$ cat src/rtl/nn_pkg.sv
// -----------------------------------------------------------------------------
// nn_pkg
// Shared definitions for the neuron datapath blocks.
//   - Default fixed-point format (DATA_WIDTH / FRAC_BITS).
//   - neuron_state_t: evaluation FSM states of the MAC stage.
//   - sat_limit(): most positive / most negative value of a signed width,
//     used to build saturation constants.
// -----------------------------------------------------------------------------
package nn_pkg;

    localparam int NN_DATA_WIDTH = 16;
    localparam int NN_FRAC_BITS  = 8;

    typedef enum logic [1:0] {
        IDLE   = 2'd0,
        ACCUM  = 2'd1,
        DRAIN  = 2'd2,
        OUTPUT = 2'd3
    } neuron_state_t;

    // Returns the saturation bound of a signed two's complement number of
    // 'width' bits: the maximum when 'upper' is set, otherwise the minimum.
    // Result is sign-extended to 64 bits; callers slice the low bits.
    function automatic logic signed [63:0] sat_limit(input int width, input logic upper);
        if (upper) begin
            return (64'sd1 <<< (width - 1)) - 64'sd1;
        end
        return -(64'sd1 <<< (width - 1));
    endfunction

endpackage

$ cat src/rtl/fxp_round_sat.sv
// -----------------------------------------------------------------------------
// fxp_round_sat
// Combinational rescale of a wide signed fixed-point value to a narrow one:
// arithmetic right shift by FRAC_BITS (truncation toward -inf) followed by
// saturation to the signed OUT_WIDTH range.
// Ports:
//   i_value  in  IN_WIDTH   signed wide value (FRAC_BITS extra fraction bits)
//   o_value  out OUT_WIDTH  signed rescaled, saturated value
// Requires IN_WIDTH > OUT_WIDTH.
// -----------------------------------------------------------------------------
module fxp_round_sat #(
    parameter int IN_WIDTH  = 34,
    parameter int OUT_WIDTH = 16,
    parameter int FRAC_BITS = 8
) (
    input  logic signed [IN_WIDTH-1:0]  i_value,
    output logic signed [OUT_WIDTH-1:0] o_value
);
    import nn_pkg::*;

    localparam logic signed [63:0] MAX_L = sat_limit(OUT_WIDTH, 1'b1);
    localparam logic signed [63:0] MIN_L = sat_limit(OUT_WIDTH, 1'b0);

    logic signed [IN_WIDTH-1:0]    w_shifted;
    // Bits from the output sign bit upward; they must all agree for the
    // shifted value to be representable in OUT_WIDTH bits.
    logic [IN_WIDTH-OUT_WIDTH:0]   w_top;
    logic                          w_ovf;

    assign w_shifted = i_value >>> FRAC_BITS;
    assign w_top     = w_shifted[IN_WIDTH-1:OUT_WIDTH-1];
    assign w_ovf     = !((&w_top) || !(|w_top));

    always_comb begin
        o_value = w_shifted[OUT_WIDTH-1:0];
        if (w_ovf) begin
            o_value = w_top[IN_WIDTH-OUT_WIDTH] ? MIN_L[OUT_WIDTH-1:0]
                                                : MAX_L[OUT_WIDTH-1:0];
        end
    end

endmodule

$ cat src/rtl/neuron_mac.sv
// -----------------------------------------------------------------------------
// neuron_mac
// Single-neuron multiply-accumulate stage. Accepts NUM_INPUTS signed
// activations, reads one weight per activation from the weight memory
// (1-cycle read latency), accumulates the full-precision products, adds the
// bias, rescales and emits one saturated result per evaluation.
// Ports:
//   i_clk     in  1           clock
//   i_rst     in  1           synchronous active-high reset
//   i_data    in  DATA_WIDTH  activation
//   i_valid   in  1           i_data valid
//   o_ready   out 1           activation accepted this cycle if i_valid
//   i_bias    in  DATA_WIDTH  bias, sampled with the first activation
//   o_ren     out 1           weight memory read enable (= accept)
//   o_raddr   out ADDR_WIDTH  weight memory read address (input index)
//   i_weight  in  DATA_WIDTH  weight from memory
//   i_wvalid  in  1           i_weight valid
//   o_data    out DATA_WIDTH  pre-activation result (held between pulses)
//   o_valid   out 1           o_data valid, one-cycle pulse
// -----------------------------------------------------------------------------
module neuron_mac #(
    parameter int DATA_WIDTH = nn_pkg::NN_DATA_WIDTH,
    parameter int FRAC_BITS  = nn_pkg::NN_FRAC_BITS,
    parameter int ADDR_WIDTH = 10,
    parameter int NUM_INPUTS = 784
) (
    input  logic                  i_clk,
    input  logic                  i_rst,
    input  logic [DATA_WIDTH-1:0] i_data,
    input  logic                  i_valid,
    output logic                  o_ready,
    input  logic [DATA_WIDTH-1:0] i_bias,
    output logic                  o_ren,
    output logic [ADDR_WIDTH-1:0] o_raddr,
    input  logic [DATA_WIDTH-1:0] i_weight,
    input  logic                  i_wvalid,
    output logic [DATA_WIDTH-1:0] o_data,
    output logic                  o_valid
);
    import nn_pkg::*;

    localparam int ACC_WIDTH  = 2 * DATA_WIDTH + $clog2(NUM_INPUTS) + 1;
    localparam int PROD_WIDTH = 2 * DATA_WIDTH;
    // One guard bit so acc + shifted bias cannot wrap.
    localparam int SUM_WIDTH  = ACC_WIDTH + 1;
    localparam logic [ADDR_WIDTH-1:0] LAST_IDX = ADDR_WIDTH'(NUM_INPUTS - 1);

    neuron_state_t                 r_state;
    logic                          r_ready;
    logic [ADDR_WIDTH-1:0]         r_cnt;
    logic                          w_accept;
    logic                          w_last;

    logic signed [DATA_WIDTH-1:0]  r_act_p0;
    logic signed [DATA_WIDTH-1:0]  r_bias;
    logic                          r_vld_p0;
    logic                          r_vld_p1;
    logic signed [PROD_WIDTH-1:0]  w_act_ext;
    logic signed [PROD_WIDTH-1:0]  w_wgt_ext;
    logic signed [PROD_WIDTH-1:0]  w_prod;
    logic signed [PROD_WIDTH-1:0]  r_prod_p1;
    logic signed [ACC_WIDTH-1:0]   r_acc;
    logic signed [ACC_WIDTH-1:0]   w_prod_acc;
    logic signed [SUM_WIDTH-1:0]   w_acc_ext;
    logic signed [SUM_WIDTH-1:0]   w_bias_ext;
    logic signed [SUM_WIDTH-1:0]   w_sum;
    logic signed [DATA_WIDTH-1:0]  w_result;

    assign w_accept = i_valid && r_ready;
    assign w_last   = (r_cnt == LAST_IDX);

    assign o_ren    = w_accept;
    assign o_ready  = r_ready;
    assign o_raddr  = r_cnt;

    // Operands widened to the product width so the signed multiply is exact.
    assign w_act_ext  = {{DATA_WIDTH{r_act_p0[DATA_WIDTH-1]}}, r_act_p0};
    assign w_wgt_ext  = {{DATA_WIDTH{i_weight[DATA_WIDTH-1]}}, i_weight};
    assign w_prod     = w_act_ext * w_wgt_ext;
    assign w_prod_acc = {{(ACC_WIDTH-PROD_WIDTH){r_prod_p1[PROD_WIDTH-1]}}, r_prod_p1};

    // Bias is in the activation format; shift it up to the product format.
    assign w_acc_ext  = {r_acc[ACC_WIDTH-1], r_acc};
    assign w_bias_ext = {{(SUM_WIDTH-DATA_WIDTH){r_bias[DATA_WIDTH-1]}}, r_bias};
    assign w_sum      = w_acc_ext + (w_bias_ext <<< FRAC_BITS);

    fxp_round_sat #(
        .IN_WIDTH  (SUM_WIDTH),
        .OUT_WIDTH (DATA_WIDTH),
        .FRAC_BITS (FRAC_BITS)
    ) u_round_sat (
        .i_value (w_sum),
        .o_value (w_result)
    );

    // Data registers: no reset needed, qualified by the valid pipeline.
    always_ff @(posedge i_clk) begin
        // Stage 0: activation held until its weight returns.
        if (w_accept) begin
            r_act_p0 <= i_data;
        end
        if (w_accept && (r_state == IDLE)) begin
            r_bias <= i_bias;
        end
        // Stage 1: product of activation and returned weight.
        if (r_vld_p0 && i_wvalid) begin
            r_prod_p1 <= w_prod;
        end
    end

    // Valid pipeline and accumulator.
    always_ff @(posedge i_clk) begin
        if (i_rst) begin
            r_vld_p0 <= 1'b0;
            r_vld_p1 <= 1'b0;
            r_acc    <= '0;
        end else begin
            r_vld_p0 <= w_accept;
            // A missing read-valid drops the product rather than using stale data.
            r_vld_p1 <= r_vld_p0 && i_wvalid;
            // Stage 2: accumulate.
            if (r_state == OUTPUT) begin
                r_acc <= '0;
            end else if (r_vld_p1) begin
                r_acc <= r_acc + w_prod_acc;
            end
        end
    end

    // Evaluation control with registered outputs.
    always_ff @(posedge i_clk) begin
        if (i_rst) begin
            r_state <= IDLE;
            r_ready <= 1'b1;
            r_cnt   <= '0;
            o_valid <= 1'b0;
            o_data  <= '0;
        end else begin
            o_valid <= 1'b0;
            if (w_accept) begin
                r_cnt <= w_last ? '0 : r_cnt + ADDR_WIDTH'(1);
            end
            case (r_state)
                IDLE: begin
                    if (w_accept) begin
                        if (w_last) begin
                            r_state <= DRAIN;
                            r_ready <= 1'b0;
                        end else begin
                            r_state <= ACCUM;
                        end
                    end
                end
                ACCUM: begin
                    if (w_accept && w_last) begin
                        r_state <= DRAIN;
                        r_ready <= 1'b0;
                    end
                end
                DRAIN: begin
                    // The last product sits in stage 1 once stage 0 has emptied;
                    // it is accumulated on this same edge.
                    if (!r_vld_p0) begin
                        r_state <= OUTPUT;
                    end
                end
                OUTPUT: begin
                    o_data  <= w_result;
                    o_valid <= 1'b1;
                    r_state <= IDLE;
                    r_ready <= 1'b1;
                end
                default: begin
                    r_state <= IDLE;
                    r_ready <= 1'b1;
                end
            endcase
        end
    end

endmodule
$ cat config.mk
export PLATFORM = sky130hd
export DESIGN_NAME = neuron_mac
export DESIGN_NICKNAME = d
export VERILOG_FILES = /design/src/rtl/nn_pkg.sv /design/src/rtl/fxp_round_sat.sv /design/src/rtl/neuron_mac.sv
export SDC_FILE = /design/constraint.sdc
export NUM_CORES = 1
export LEC_CHECK = 0
export CAP_MARGIN = 15
export CORE_MARGIN = 2
export CORE_UTILIZATION = 40
export DETAILED_ROUTE_END_ITERATION = 7
export GPL_ROUTABILITY_DRIVEN = 0
export HOLD_SLACK_MARGIN = 0.02
export PLACE_DENSITY = 0.55
export SYNTH_ARGS = -nofsm -noshare
export SYNTH_HDL_FRONTEND = slang
export SYNTH_SLANG_ARGS = --single-unit
$ cat constraint.sdc
create_clock -name i_clk -period 7.5 [get_ports i_clk]
set_input_delay 0.75 -clock i_clk [delete_from_list [all_inputs] [get_ports i_clk]]
set_output_delay 0.75 -clock i_clk [all_outputs]
set_load 0.03 [all_outputs]
# == Word level (Yosys, flattened, before mapping) ==
# Cells that the tools add are included.
# word_totals
memories,0
register_bits,139
ramBits,0
input_bits,52
latchBits,0
mem_bits_ro,0
wordCells,49
# classes
shift,0
addsub,3
reduce_logical,13
mul,1
magnitude_cmp,0
mux,13
div_mod_pow,0
bitwise_logic,0
eq_ne,8
# ops
cell,n
$add A43 B24 Y44,1
$add A43 B32 Y43,1
$mul A16 B16 Y32,1
$mux W16,2
$reduce_and A21 Y1,1
$reduce_or A21 Y1,1
$add A10 B1 Y10 const B,1
$eq A10 B10 Y1 const B,1
$mux W10,1
$mux W2,4
$ne A2 B2 Y1 const B,4
$pmux W2 S4,1
$eq A2 B2 Y1 const B,2
$logic_and A1 B1 Y1,4
$mux W1,4
$reduce_and A4 Y1,1
$pmux W1 S3,1
$reduce_and A3 Y1,1
$reduce_bool A3 Y1,1
$eq A2 B1 Y1 const B,1
$logic_not A2 Y1,1
$reduce_or A2 Y1,1
$logic_not A1 Y1,1
$logic_or A1 B1 Y1,1

# == Depth between registers and ports, before layout ==
# depth
word_depth,5
ltp_mapped,26
mapped_depth_nobuf,25

# == Cells and area by module ==
# From an unflattened synthesis, not the netlist that was laid out.
# hier_totals
cells_unflattened,2035
area_unflattened_um2,18764.2
# by_module_without_submodules
mod,area_each_um2,instances,cells_each
neuron_mac,18480.2,1,2000
fxp_round_sat,284.0,1,35

# == Worst setup path after synthesis ==
# Ideal clock, no wire load.
# synth_timing
path_type,in2reg
startpoint,input port i_weight[1]
endpoint,"register r_prod_p1[31], data pin"
t_arrival_ps,6407
setup_ps,260
path_stages,23
path_slack_ps,833
t_required_ps,7240
path_buffers,1
cell_sequence,clkbuf_1 > nand2_1 > fa_1 > fa_1 > fa_1 > inv_1 > fa_1 > fa_1 > inv_1 > fa_1 > inv_1 > ha_1 > a21oi_1 > o21bai_1 > a21oi_1 > o211ai_1 > a311oi_1 > nor3_1 > o31ai_1 > nor2_1 > a211o_1 > a21oi_1 > xnor2_1
# synth_via
elab_chain_cells,1
# synth_lines
element,line,source
from (decl),neuron_mac.sv:35,"input logic [DATA_WIDTH-1:0] i_weight,"
$mul A16 B16 Y32,neuron_mac.sv:79,assign w_prod = w_act_ext * w_wgt_ext;
net w_prod[31],neuron_mac.sv:60,logic signed [PROD_WIDTH-1:0] w_prod;
to (signal assigned),neuron_mac.sv:107,r_prod_p1 <= w_prod;
to (decl),neuron_mac.sv:61,logic signed [PROD_WIDTH-1:0] r_prod_p1;
# The timed path passes the listed nets, and every way through them passes these cells.
# A chain may end at the register's enable or synchronous reset.

# == Final worst setup path ==
# layout_timing
startpoint,input port i_weight[11]
endpoint,"register r_prod_p1[31], data pin"
# The elaborated chain is that of the path after synthesis.

==> results.md <==
GRT:
- The initial antenna violation count is 0.
- The number of global-route vias before repair came to 15,144.
- The total global routing track utilization is 0.1952.
- Entering global routing, the biggest net connects 45 pins.
- The first global-routing pass estimated between 70,000 and 80,000 um of wire.
- The aggregate global routing overflow is 0.

STA:
- The worst-margin pin slew is 977.1 ps.
- The final clock period utilization by the worst path is 0.9274.
- Adding up every negative setup slack in the final design gives 0 ps.
- The achievable frequency is between 0.1 and 0.15 GHz.
- Setup repair after global routing left no endpoint under its margin.
- The total of endpoints with negative setup slack in the final report is 0.
- The final count of pins violating max slew came to 0.
- The time the worst path needs with I/O delays and setup is 6955 ps.
- Headroom to the max-slew limit came out at 0.3486.
- The final number of hold-violating endpoints is 0.
- Between clock sinks in the finished design, the worst skew comes to 12.11 ps.

Worst setup path:
- For the worst setup path, the data required time is just under 8000 ps.
- Walking the worst path, the cells encountered are clkdlybuf4s50_1, and2_1, fa_1, inv_1, fa_1, inv_1, fa_1, fa_1, fa_1, inv_1, fa_1, inv_1, ha_1, a21oi_1, nor2b_1, o21ai_0, o211ai_1, a311oi_1, nor3_1, o31ai_1, nor2_1, a211o_1, a21oi_1, xnor2_1.
- The most numerous cell type found on the critical path is sky130_fd_sc_hd__fa_1.
- For this run, the slowest stage of the critical path takes around 700 ps.
- Among all stages on the critical path, the largest delay is contributed by sky130_fd_sc_hd__clkdlybuf4s50_1.
- The worst setup path is of the in2reg kind.
- The worst setup path is launched from an input port.
- Along the worst path, the maximum fanout reaches 11.
- The type of element capturing the critical path is a flip-flop.
- Data on the critical path arrives at its endpoint at between 7000 and 8000 ps.
- The depth of the worst register-to-register path is 22.

Synthesis:
- Synthesis inferred around 140 register bits.
- The cell area that synthesis handed to floorplanning was between 0.015 and 0.02 sq mm.
- By count the netlist is led by sky130_fd_sc_hd__inv_1, sky130_fd_sc_hd__fa_1, sky130_fd_sc_hd__nand2_1.
- The leading area contributor after synthesis is sky130_fd_sc_hd__fa_1.
- Counting every net in the synthesized netlist gives 2,584.
- The library cell with the highest instance count after synthesis is sky130_fd_sc_hd__inv_1.
- The share of synthesized area in the top cell type comes to 0.2759.
- The predominant post-synthesis flop cell is sky130_fd_sc_hd__dfxtp_1.
- A synthesized cell averages between 9 and 10 sq um.
- By area the synthesized netlist is led by sky130_fd_sc_hd__fa_1, sky130_fd_sc_hd__ha_1, sky130_fd_sc_hd__edfxtp_1, sky130_fd_sc_hd__dfxtp_1, sky130_fd_sc_hd__inv_1.
- In this run, synthesis inferred 64 flip-flops with an integrated enable.
- The netlist uses 78 different library cells.
- The share of synthesized flip-flops with an asynchronous set or reset is 0.
- The proportion of synthesized chip area in sequential cells is 0.1787.
- The number of warnings issued by yosys is 0.
- Synthesis handed over a netlist of ~2,100 instances.

Floorplan:
- The width of the die is between 200 and 250 um.
- The starting density of the core is 0.4029.
- The boundary pin count is ~80.
- The floorplan step defined a die boundary enclosing 0.04966 sq mm.
- The initialized floorplan defines 80 standard-cell rows.
- The chip height is approximately 220 um.
- The core region is about 0.048 sq mm.

Clock network:
- TritonCTS built the clock tree.
- Buffers added to address setup during post-CTS repair amount to 0.
- The clock insertion delay at the later pin of the skew report is 460 ps.
- The worst-case clock buffer depth is 2.
- After clock tree synthesis, the clock-pin slew on the worst setup and hold paths is approximately 60 ps.
- The count of hold buffers inserted by post-cts repair is 0.
- The buffer cell driving the clock tree root is sky130_fd_sc_hd__clkbuf_16.
- The clock tree synthesis step divided the H-tree into 4 levels.
- Gates resized during post-CTS repair numbered 0.
- The number of buffers inserted during clock tree synthesis is 17.
- The clock net in this run drives a total of 139 sinks.

Final layout:
- The layout cell share with drive strength beyond 1 is 0.04344.
- The post-route cell area is 0.02130 sq mm.
- The antenna diode count is 0.
- The growth of design area from synthesis to finish is 11.16%.
- The final layout contains ~2,700 nets.

Flow run:
- The reported max-cap violation count is 0.

Status:
- The flow ran to the end, and the final reports show no timing, DRC or antenna violations.

Drt:
- The first TritonRoute pass finished after 5 iterations.
- The first-iteration detailed-routing DRC count is 745.
- The routed wire length is between 40,000 and 50,000 um.
- In the routed design, unresolved DRC markers number 0.
- The number of vias per cell after detailed routing is 5.143.
- The average detailed-routed wire length per instance is around 16 um.
- Once detail routing completed, the nets flagged for antenna violations numbered 0.
- The number of vias in the routed layout is around 14,000.

Min path:
- The path type of the worst min-delay path is reg2reg.
- The worst hold path was traced through 2 stages.

Placement:
- The cell area after placement is 0.02071 sq mm.
- The quantity of I/O buffers inserted on ports is 80.
- The post-DP HPWL is approximately 38,000 um.
[through the flow]
| stage | hold WS (ps) | util | cells | setup WS, ps |
|---|---|---|---|---|
| after floorplan | 444.8 | - | 2102 | 832.6 |
| after global placement | 462.2 | 0.4356 | 2770 | 128.1 |
| after detailed placement | 459.8 | 0.4356 | 2770 | 58.73 |
| after CTS | 471.8 | 0.4479 | 2802 | 559.5 |
| after global routing | 503.4 | 0.4479 | 2802 | 144.5 |
| final | 471.7 | 0.4479 | 2802 | 544.6 |
[critical path, delay by kind of cell]
kind                       cells  cell delay, ps
xor gates and xnor gates       1             100
AOI/OAI and AO/OA              7            1530
buffers and inverters          5             910
and+or+nand+nor                4             610
adders and majority gates      7            3250
[cells in the final DEF (no fill, tap or decap), types with 10 or more instances in the layout]
cell type                         netlist  layout
sky130_fd_sc_hd__nand2_1              215     215
sky130_fd_sc_hd__nand3_1               34      34
sky130_fd_sc_hd__a31oi_1               14      14
sky130_fd_sc_hd__inv_1                332     332
sky130_fd_sc_hd__xor2_1                28      28
sky130_fd_sc_hd__clkdlybuf4s50_1        0      80
sky130_fd_sc_hd__a211oi_1              14      14
sky130_fd_sc_hd__dfxtp_1               75      74
sky130_fd_sc_hd__ha_1                 166     166
sky130_fd_sc_hd__nand2b_1              24      24
sky130_fd_sc_hd__nand4_1               13      13
sky130_fd_sc_hd__edfxtp_1              64      64
sky130_fd_sc_hd__o21a_1                11      11
sky130_fd_sc_hd__and3_1                19      19
sky130_fd_sc_hd__xnor2_1               70      70
sky130_fd_sc_hd__nor2b_1               14      14
sky130_fd_sc_hd__o21ai_0               50      50
sky130_fd_sc_hd__nor2_1               110     110
sky130_fd_sc_hd__o211ai_2              10      10
sky130_fd_sc_hd__buf_4                  4      35
sky130_fd_sc_hd__o21bai_1              14      14
sky130_fd_sc_hd__nor3_1                25      25
sky130_fd_sc_hd__mux2i_1               33      33
sky130_fd_sc_hd__or3_1                 12      12
sky130_fd_sc_hd__fa_1                 264     264
sky130_fd_sc_hd__a21oi_1              118     118
sky130_fd_sc_hd__a21o_1                52      52
sky130_fd_sc_hd__clkbuf_16              0      20
sky130_fd_sc_hd__o211ai_1              12      12
sky130_fd_sc_hd__and2_1               130     130
[area by class of cell]
type	instances	area, sq um
repair buffers	115	1064
clock inverters	10	75.07
well taps	615	769.5
fillers	4582	26250
multi-input cells	1566	14200
clock buffers	22	508.0
flip-flops and latches	139	3425
inverters	335	1257
[state kept, by name, summed over array words and instances, names as in the netlist]
| register | cells |
|---|---|
| r_vld_p1 | 1 |
| o_valid | 1 |
| r_state | 2 |
| o_ready | 1 |
| o_data | 16 |
| r_vld_p0 | 1 |
| r_prod_p1 | 32 |
| r_bias | 16 |
| r_act_p0 | 16 |
| r_acc | 43 |
| o_raddr | 10 |
[metal layers]
metal	GRT usage	part of all wire
met5	0	0
met4	0.06084	0.025
met3	0.03094	0.033
met2	0.3284	0.46
met1	0.2581	0.48
[worst paths after layout]
kind | start | end | slack, ps
hold reg to reg | r_acc[4] | r_acc[4] | 470
setup reg to reg | r_act_p0[9] | r_prod_p1[31] | 650
setup / recovery | i_weight[11] | r_prod_p1[31] | 540
hold / removal | r_acc[4] | r_acc[4] | 470
[logic make-up (layout without fill, tap and decap cells)]
family,after synthesis,count (layout),synth area share
adder cells (fa/ha/maj),430,430,0.3843
multiplexers,33,33,0.01724
flip-flops,139,139,0.1787
AND/OR/NAND/NOR,638,638,0.1675
AO/OA/AOI/OAI,367,367,0.1272
XOR/XNOR,98,98,0.04480
buffers and inverters,397,482,0.08020
Power is left out: the tool's default activity adds up to more than one toggle a clock period on the data nets, which glitch-free logic cannot reach.
